### config.mk
export PLATFORM = sky130hd
export DESIGN_NAME = plic_gateway
export DESIGN_NICKNAME = d
export VERILOG_FILES = /design/src/rtl/plic_gateway.sv
export SDC_FILE = /design/constraint.sdc
export NUM_CORES = 1
export LEC_CHECK = 0
export CORE_MARGIN = 1
export CORE_UTILIZATION = 46
export DETAILED_ROUTE_END_ITERATION = 6
export MAX_ROUTING_LAYER = met4
export PLACE_DENSITY = 0.84
export SYNTH_ARGS = -nofsm -noshare
export SYNTH_HDL_FRONTEND = slang
export SYNTH_SLANG_ARGS = --single-unit
### constraint.sdc
create_clock -name clk -period 2 [get_ports clk]
set_input_delay 0.5 -clock clk [delete_from_list [all_inputs] [get_ports clk]]
set_output_delay 0.5 -clock clk [all_outputs]
set_load 0.02 [all_outputs]
### src/rtl/plic_gateway.sv
`default_nettype none
// ============================================================================
//  Module   : plic_gateway
//  Purpose  : Per-source PLIC interrupt gateway. Synchronizes raw interrupt
//             lines, turns level or rising-edge requests into one pending bit
//             per source and tracks claim/complete so each source has at most
//             one outstanding request. Edges arriving while a request is
//             outstanding are counted (saturating) and replayed later.
//  Revision : 1.0 - initial release
// ----------------------------------------------------------------------------
//  Ports
//    clk            in  1         rising-edge clock
//    rst            in  1         asynchronous active-high reset
//    irq_src        in  NUM_SRC   raw asynchronous interrupt lines
//    edge_sel       in  NUM_SRC   1 = rising-edge mode, 0 = level mode
//    claim_valid    in  1         one-cycle claim strobe
//    claim_id       in  ID_WIDTH  source ID being claimed (1..NUM_SRC)
//    complete_valid in  1         one-cycle completion strobe
//    complete_id    in  ID_WIDTH  source ID being completed (1..NUM_SRC)
//    pending        out NUM_SRC   source is PENDING
//    in_service     out NUM_SRC   source is CLAIMED
//    edge_drop      out NUM_SRC   one-cycle pulse: edge lost at saturation
// ============================================================================
module plic_gateway #(
    parameter int NUM_SRC  = 7,
    parameter int ID_WIDTH = 3,
    parameter int MAX_EDGE = 3
) (
    input  logic                clk,
    input  logic                rst,
    input  logic [NUM_SRC-1:0]  irq_src,
    input  logic [NUM_SRC-1:0]  edge_sel,
    input  logic                claim_valid,
    input  logic [ID_WIDTH-1:0] claim_id,
    input  logic                complete_valid,
    input  logic [ID_WIDTH-1:0] complete_id,
    output logic [NUM_SRC-1:0]  pending,
    output logic [NUM_SRC-1:0]  in_service,
    output logic [NUM_SRC-1:0]  edge_drop
);

    localparam int CNT_W = $clog2(MAX_EDGE + 1);

    // State encoding chosen so that pending/in_service are direct flop bits.
    localparam logic [1:0] C_IDLE    = 2'b00;
    localparam logic [1:0] C_PENDING = 2'b01;
    localparam logic [1:0] C_CLAIMED = 2'b10;

    localparam logic [CNT_W-1:0] C_CNT_MAX = CNT_W'(MAX_EDGE);
    localparam logic [CNT_W-1:0] C_CNT_ONE = CNT_W'(1);

    // Two-flop synchronizer (r_sync2 is the synchronized level) plus a delay
    // flop for rising-edge detection.
    logic [NUM_SRC-1:0] r_sync1;
    logic [NUM_SRC-1:0] r_sync2;
    logic [NUM_SRC-1:0] r_sync_d;

    always_ff @(posedge clk or posedge rst) begin
        if (rst) begin
            r_sync1  <= '0;
            r_sync2  <= '0;
            r_sync_d <= '0;
        end else begin
            r_sync1  <= irq_src;
            r_sync2  <= r_sync1;
            r_sync_d <= r_sync2;
        end
    end

    for (genvar i = 0; i < NUM_SRC; i++) begin : g_src
        logic [1:0]       r_state;
        logic [1:0]       w_state_nxt;
        logic [CNT_W-1:0] r_cnt;
        logic [CNT_W-1:0] w_cnt_nxt;
        logic             r_drop;
        logic             w_drop_nxt;
        logic             w_rise;
        logic             w_claim_hit;
        logic             w_complete_hit;

        assign w_rise = r_sync2[i] & ~r_sync_d[i];

        // IDs 0 and > NUM_SRC never match any source, so they are ignored.
        assign w_claim_hit    = claim_valid    && (claim_id    == ID_WIDTH'(i + 1));
        assign w_complete_hit = complete_valid && (complete_id == ID_WIDTH'(i + 1));

        always_comb begin
            w_state_nxt = r_state;
            w_cnt_nxt   = r_cnt;
            w_drop_nxt  = 1'b0;

            case (r_state)
                C_IDLE: begin
                    if (edge_sel[i]) begin
                        // A fresh edge takes priority; a stored edge is only
                        // consumed when no new edge is present.
                        if (w_rise) begin
                            w_state_nxt = C_PENDING;
                        end else if (r_cnt != '0) begin
                            w_state_nxt = C_PENDING;
                            w_cnt_nxt   = r_cnt - C_CNT_ONE;
                        end
                    end else if (r_sync2[i]) begin
                        w_state_nxt = C_PENDING;
                    end
                end
                C_PENDING: begin
                    if (w_claim_hit) begin
                        w_state_nxt = C_CLAIMED;
                    end
                end
                C_CLAIMED: begin
                    if (w_complete_hit) begin
                        w_state_nxt = C_IDLE;
                    end
                end
                default: begin
                    w_state_nxt = C_IDLE;
                end
            endcase

            // Edges seen while a request is outstanding are banked.
            if (edge_sel[i] && w_rise && (r_state != C_IDLE)) begin
                if (r_cnt == C_CNT_MAX) begin
                    w_drop_nxt = 1'b1;
                end else begin
                    w_cnt_nxt = r_cnt + C_CNT_ONE;
                end
            end

            if (!edge_sel[i]) begin
                w_cnt_nxt = '0;
            end
        end

        always_ff @(posedge clk or posedge rst) begin
            if (rst) begin
                r_state <= C_IDLE;
                r_cnt   <= '0;
                r_drop  <= 1'b0;
            end else begin
                r_state <= w_state_nxt;
                r_cnt   <= w_cnt_nxt;
                r_drop  <= w_drop_nxt;
            end
        end

        assign pending[i]    = r_state[0];
        assign in_service[i] = r_state[1];
        assign edge_drop[i]  = r_drop;
    end

endmodule
`default_nettype wire
# == Word level (Yosys, flattened, before mapping) ==
# Index checks and enable logic that the tools add are counted.
# totals
reg_bits,56
elab_cells,276
# classes
add_sub_neg,14
n_eq_ne,63
muxes,105
n_bitwise,14
reduce_logical,56
# op_table
operator,n
2-bit two-way mux,84
2-bit one-hot mux with 3 select lines,7
"2-bit == test, second input constant",14
1-bit logical AND,28
"2-bit != test, second input constant",14
"4-bit != test, second input constant",7
4-bit AND reduction,7
2-bit nonzero test,14
"3-bit == test, second input constant",8
"3-bit != test, second input constant",7
"2-bit by 1-bit adder with 2-bit output, second input constant",7
"2-bit by 1-bit == test with 1-bit output, second input constant",7
2-bit logical NOT,7
1-bit two-way mux,14
"2-bit by 1-bit subtractor with 2-bit output, second input constant",7
"3-bit by 2-bit == test with 1-bit output, second input constant",4
1-bit AND,7
1-bit inverter,7
"3-bit by 1-bit == test with 1-bit output, second input constant",2

# == Depth between registers and ports, before layout ==
# logic_depth
word_depth,7
depth_mapped,4
depth_no_buf,4

# == Least setup slack after synthesis ==
# OpenSTA, ideal clock, no wires.
# synth_timing
kind,flip-flop to flip-flop
start,reg g_src[4].r_state[1]
end,reg g_src[4].r_cnt[0]
setup_ns,0.120
arrival_ns,1.162
required_ns,1.880
slack_ns,0.719
stages_incl_launch_ff,5
n_path_buf,0
synth_period_minus_slack_ns,1.281
path_cell_list,dfrtp_1 -> nor2_1 -> and2_4 -> a211o_1 -> and3_1
# synth_via
elab_chain_len,5
# synth_lines
item,line_no,source
from (decl),71,logic [1:0] r_state;
from (signal assigned),142,r_state <= w_state_nxt;
2-bit logical NOT,92,case (r_state)
2-bit two-way mux,92,
2-bit two-way mux,124,if (r_cnt == C_CNT_MAX) begin
2-bit two-way mux (*),123,if (edge_sel[i] && w_rise && (r_state != C_IDLE)) begin
2-bit two-way mux (*),131,if (!edge_sel[i]) begin
via g_src[4].w_cnt_nxt[0],74,logic [CNT_W-1:0] w_cnt_nxt;
to (signal assigned),143,r_cnt <= w_cnt_nxt;
to (decl),73,logic [CNT_W-1:0] r_cnt;
# The timed path passes the listed nets; every way through them passes the cells marked *.
# A chain may end at the register's enable or synchronous reset.

# == Final worst setup path ==
# layout_timing
start,reg g_src[2].r_state[0]
end,out pending[2]
# layout_lines
item,line_no,source
from (decl),71,
from (signal assigned),142,
to (decl),37,"output logic [NUM_SRC-1:0] pending,"
# No word-level cell between the ends.

==> reports/results.ini <==
[power_and_ir_drop]
seqPwrFrac=0.563
power.density_mw_per_mm2=769
sw_frac_of_total=0.271
power.leakage_nw=1.28
power.internal_w=0.00166
p_comb_frac=0.164
pwr-share-clk=0.273
ir_worst_vdd_uv=400
switching_power_w=0.000618

[hold_path]
min_to=r_sync2[5]$_DFF_PP0_
hp-class=register to register
hp-start=r_sync1[5]$_DFF_PP0_
holdPathStages=0

[outcome]
status=finished clean

[setup_path]
cp_top_family=buffers and inverters
cpMaxStageDelayCell=clkdlybuf4s50_1
r2r_setup_slack_ps=740
timing.rr.start=g_src[4].r_state[1]$_DFFE_PP0P_
r2r-end=g_src[4].r_cnt[0]$_DFF_PP0_
max_stage_delay_ps=640
worstSetupEndpointType=output port
crit_chain=clkdlybuf4s50_1
reg2regPathDepth=4
required_ps=1500
crit_buf_inv=1
worst-path-max-fanout=6
crit_type=register to output port
start_kind=register
arrival_ps=1430

[routing]
avgViaCountPerCell=5.31
drt_first_pass_iters=4
routed_wl_mm=4.46
drtIter0Drc=90
ant_nets=0
wl_per_cell_um=13.4
vias=1769
route.detailed.drc=0

[sta]
finalCriticalPeriod_ps=1930
maxSlewViolCount=0
hold_viol=0
setup_tns_ps=0
min_period_over_period=0.965
rsz0062_at_grt=no
setup_ws_ps=69.6
setup_violations=0
fin_skew_ps=11.9
holdWs_ps=341
worst-slew-pin-transition_ps=308
max_freq_mhz=518
slew_headroom=0.794

[finish]
antenna_cells=0
fin_nets=290
area_growth_pct=24.3
drive_gt1_frac=0.0526
n_fill_cell=407

[global_routing]
grt_max_degree=45
grt_pass1_wl_mm=7.57
first_global_vias=1754
antenna_found_initial=0
grt_overflow=0
grt_usage=0.193

[place]
dp_slack_ps=238
dp_hpwl_mm=3.31
port_buffers=44
place.gp.congestion=0.791

[yosys]
syn_inst=222
avgSynthCellArea_um2=10.8
synth_enable_flop_cells=0
synth_top_area_share=0.586
yosys_most_used_dff=dfrtp_1
yosysTopAreaCell=dfrtp_1
synthArstFlopShare=1.00
yosysSeqAreaShare=0.586
ys_types=31
synth_nets=246
synthTopCellsByArea=dfrtp_1 59%, nand2_1 4.1%, o21ai_0 3.8%, a21boi_0 3.5%, nor2_1 3.0%
syn_area_mm2=0.00239
synth_seq_cells=56
synth_warnings=0

[cts]
cts_made_buffers=5
cts.sinks=56
root_buffer=clkbuf_8
cts_max_level=2
holdBufCountCts=0
clk_pin_slew_ps=90
insertion_delay_ps=310
clk_path_buf_depth=2
cts_tree=built

[floorplanning]
rows=25
dieArea_mm2=0.00549
die-height_um=74.1
start_util=0.493
die_width_um=74.1
core-area_mm2=0.00485
io_pins=45

[job]
cap_violations=0

-- power by group through the flow --
| stage | logic (W) | registers [W] | clock network (W) |
|---|---|---|---|
| 2_1_floorplan | 0.000176 | 0.00132 | 0 |
| 3_5_place_dp | 0.000376 | 0.00131 | 0 |
| 4_1_cts | 0.000379 | 0.00129 | 0.000639 |
| 5_1_grt | 0.000418 | 0.00130 | 0.000684 |
| 6_report | 0.000375 | 0.00128 | 0.000622 |
| 3_3_place_gp | 0.000365 | 0.00130 | 0 |
-- cells in the final DEF (no fill, tap or decap), drive strengths merged, types with 7 or more instances in the layout --
cell	synthesis	routed
a21boi	11	11
and3	7	7
clkdlybuf4s50	0	43
dfrtp	56	56
nand2	26	26
nand2b	8	8
nand3b	7	7
nor2	19	19
nor3	8	8
o21ai	18	18
-- per-stage QoR --
step	util	power (W)	instances	instance area (um^2)
CTS	0.612	0.00230	333	2970
finish	0.613	0.00228	333	2970
floorplan	-	0.00150	222	2390
detailed placement	0.593	0.00168	326	2880
global placement	0.593	0.00167	326	2880
global route	0.613	0.00240	333	2970
-- final cells by class --
class | count | area, um^2 | area share
sequential | 56 | 1400 | 0.472
clock buffer | 6 | 82.6 | 0.0278
multi-input combinational | 157 | 927 | 0.312
inverter | 1 | 3.75 | 0.00126
timing repair buffer | 45 | 463 | 0.156
clock inverter | 1 | 8.76 | 0.00295
tap | 67 | 83.8 | 0.0282
-- cell usage after synthesis, types with 4 or more instances --
master	number
a211oi_1	4
a21boi_0	11
a21oi_1	4
a31oi_1	5
and3_1	7
and3b_1	4
and4_1	5
buf_4	7
dfrtp_1	56
nand2_1	26
nand2b_1	7
nand3b_1	7
nor2_1	19
nor2b_1	6
nor3_1	8
o21a_1	4
o21ai_0	18
o21bai_1	4
-- what timing repair did --
action                     4_1_cts  5_1_grt
setup endpoints to repair        0        1
gates resized for setup          0        1
buffers inserted                 0        0
-- worst max-delay path by stage --
stage	from	endpoint	slack [ps]	cells past startpoint
after floorplan	rst	g_src[0].r_cnt[0]$_DFF_PP0_	130	1
after global placement	claim_id[0]	g_src[3].r_state[1]$_DFFE_PP0P_	240	3
after detailed placement	claim_id[0]	g_src[3].r_state[1]$_DFFE_PP0P_	240	3
after CTS	g_src[2].r_state[0]$_DFFE_PP0P_	pending[2]	50	1
after global routing	g_src[2].r_state[0]$_DFFE_PP0P_	pending[2]	7	1
final	g_src[2].r_state[0]$_DFFE_PP0P_	pending[2]	70	1
-- state kept, by name, summed over array words and instances, names as in the netlist --
signal,flops
r_sync_d,7
g_src.r_state,14
r_sync1,7
g_src.r_drop,7
r_sync2,7
g_src.r_cnt,14
-- logic make-up (layout without fill, tap and decap cells) --
| logic type | Yosys count | count (layout) | synth area share |
|---|---|---|---|
| compound gates | 55 | 55 | 0.149 |
| buf+inv | 9 | 53 | 0.0257 |
| flops | 56 | 56 | 0.586 |
| mux | 2 | 2 | 0.00942 |
| simple gates | 100 | 100 | 0.230 |
-- routing by layer --
metal,global-route usage,wire (um),vias to the layer above
li1,-,-,881
met3,0.0420,179,7
met1,0.216,1890,843
met4,0.0919,90,0
met5,-,0,-
met2,0.326,2300,38
Note: power is estimated with default switching activity, not from simulation.
==> RTL change (config.mk and constraints unchanged) <==
Put a register stage on the output `pending`. The value now appears one clock later. The other outputs are not delayed to match.
--- a/src/rtl/plic_gateway.sv
+++ b/src/rtl/plic_gateway.sv
@@ -48,6 +48,8 @@
 
     localparam logic [CNT_W-1:0] C_CNT_MAX = CNT_W'(MAX_EDGE);
     localparam logic [CNT_W-1:0] C_CNT_ONE = CNT_W'(1);
+
+    logic [NUM_SRC-1:0] pending_d;
 
     // Two-flop synchronizer (r_sync2 is the synchronized level) plus a delay
     // flop for rising-edge detection.
@@ -145,10 +147,14 @@
             end
         end
 
-        assign pending[i]    = r_state[0];
+        assign pending_d[i]    = r_state[0];
         assign in_service[i] = r_state[1];
         assign edge_drop[i]  = r_drop;
     end
 
+    always_ff @(posedge clk) begin
+        pending <= pending_d;
+    end
+
 endmodule
 `default_nettype wire
Behaviour: not the same (a bounded check fails within 4 cycles, from zero or initial values and one cycle with rst high).
==> RTL change against the original RTL <==
Worst setup slack improved by 0.022 ns. Non-clock buffer count increased by 1. Wire length is 4.8% higher. Power is 30% higher. Sequential cell count up 7. Synthesized area up 8.4%. Design area up 8.1%. Sequential power is 18% higher. Clock power rose by 53%. Largest cell class unchanged.
==> RTL change: results (changes against the original RTL) <==
synth top area cells=dfrtp_1 54%, dfxtp_1 5.4%, buf_4 4.1% (was dfrtp_1 59%, nand2_1 4.1%, o21ai_0 3.8%); layout cell share with drive strength beyond 1=0.0737 (was 0.0526); worst clock skew=0.00679 ns (was 0.0119 ns); VDD IR max=0.544 mV (was 0.400 mV); async set-reset flop share out of synthesis=0.889 (was 1.00); vias in the first global route=1820 (was 1754); hold crit path type=reg -> reg (unchanged); CP Launch Point=g_src[2].r_state[1] (was g_src[2].r_state[0]); final-layout fill cell count=441 (was 407); largest net degree at the start of global routing=27 (was 45); r2r startpoint=g_src[5].r_state[1] (was g_src[4].r_state[1]); biggest registers after layout=g_src.r_cnt: 14 flops, g_src.r_state: 14 flops (unchanged); P_leak=0.00139 uW (was 0.00128 uW); hpwl dp=3.39 mm (was 3.31 mm); gr usage total=0.187 (was 0.193); hold_sp=r_sync1[4] (was r_sync1[5]); Hold-fix buffers, CTS=0 (unchanged); sequential area share after synthesis=0.595 (was 0.586); final WL=4.67 mm (was 4.46 mm); Via density=5.31 (about the same); first-pass GRT wire length=8.11 mm (was 7.57 mm); Placed Instance Area=3040 um^2 (was 2880 um^2); Slew HR=0.733 (was 0.794); Psw=801 uW (was 618 uW); crit path DAT=1.41 ns (was 1.43 ns); initial antenna violation count=0 (unchanged); Place WS=0.232 ns (was 0.238 ns); worst skew pair latency=0.33 ns (was 0.31 ns); Synth top area share=0.541 (was 0.586); n_diodes=0 (unchanged); Num CTS Buffers=9 (was 5); critical path peak fanout=6 (unchanged); run status=complete, no violations (unchanged); routability congestion estimate=0.835 (was 0.791); # port buffers=44 (unchanged); clk slew on worst S/H paths=0.06 ns (was 0.09 ns); # nets final=305 (was 290); htree depth=3 (was 2); most frequent cells after synthesis=56 x dfrtp_1, 22 x nor2_1, 21 x o21ai_0 (was 56 x dfrtp_1, 26 x nand2_1, 19 x nor2_1); 1st-iter DRT viols=60 (was 90)
==> RTL change: changes by cell type after synthesis, moves of 4 or more <==
cell | before | now
nor2b_1 | 6 | 13
buf_4 | 7 | 14
nand2_1 | 26 | 17
nand3b_1 | 7 | 1
o21bai_1 | 4 | 0
dfxtp_1 | 0 | 7
nand3_1 | 3 | 7
==> RTL change: per-layer routing <==
layer / share of wire / wire (um) / global-route usage
met1: 0.46 / 2160 / 0.224
met2: 0.47 / 2180 / 0.279
met3: 0.040 / 188 / 0.0500
met4: 0.030 / 142 / 0.119
met5: 0 / 0 / -
==> RTL change: cell families (layout without fill, tap and decap cells) <==
group	Yosys count	count (layout)	synth area share
mux	2	2	0.00869
flops	63	63	0.595
buf+inv	16	63	0.0435
compound gates	63	63	0.158
simple gates	94	94	0.195
==> RTL change: power by group through the flow <==
stage,Clock (uW),Sequential (uW),Combinational [uW]
5_1_grt,1030,1530,564
4_1_cts,983,1510,515
6_report,950,1510,510
3_5_place_dp,0,1530,511
3_3_place_gp,0,1530,494
2_1_floorplan,0,1550,275
==> RTL change: worst reg2reg max path: stages (launching register included) <==
cell and delay [ns]:
dfrtp_1 0.43, nor2_1 0.21, nor2_1 0.10, a211o_1 0.27, and3_1 0.18
==> RTL change: area by class of cell <==
type | instances | area, um^2 | area share
Sequential cell | 63 | 1540 | 0.480
Multi-Input combinational cell | 159 | 937 | 0.292
Timing Repair Buffer | 46 | 470 | 0.146
Clock buffer | 14 | 163 | 0.0506
Tap cell | 70 | 87.6 | 0.0273
Inverter | 2 | 7.51 | 0.00234
Clock inverter | 1 | 5.00 | 0.00156
==> RTL change: final timing paths <==
path	depth (start not counted)	endpoint	slack [ns]
max reg2reg	4	g_src[5].r_cnt[0]	0.70
min reg2reg	0	r_sync2[4]	0.35
max in group asynchronous	3	g_src[0].r_state[0]	0.99
max	1	in_service[2]	0.09
min in group asynchronous	2	g_src[4].r_state[1]	0.47
min	0	r_sync2[4]	0.35
==> RTL change: metrics by stage <==
| stage | hold slack, ns | std cells |
|---|---|---|
| after global routing | 0.358 | 355 |
| after global placement | 0.333 | 340 |
| after CTS | 0.352 | 355 |
| final | 0.348 | 355 |
| after floorplan | 0.331 | 238 |
| after detailed placement | 0.337 | 340 |
==> RTL change: what timing repair did <==
| action | CTS | global route |
|---|---|---|
| hold endpoints to repair | 0 | 0 |
| buffers inserted | 0 | 0 |
| setup endpoints to repair | 0 | 1 |
| resized for setup | 0 | 1 |
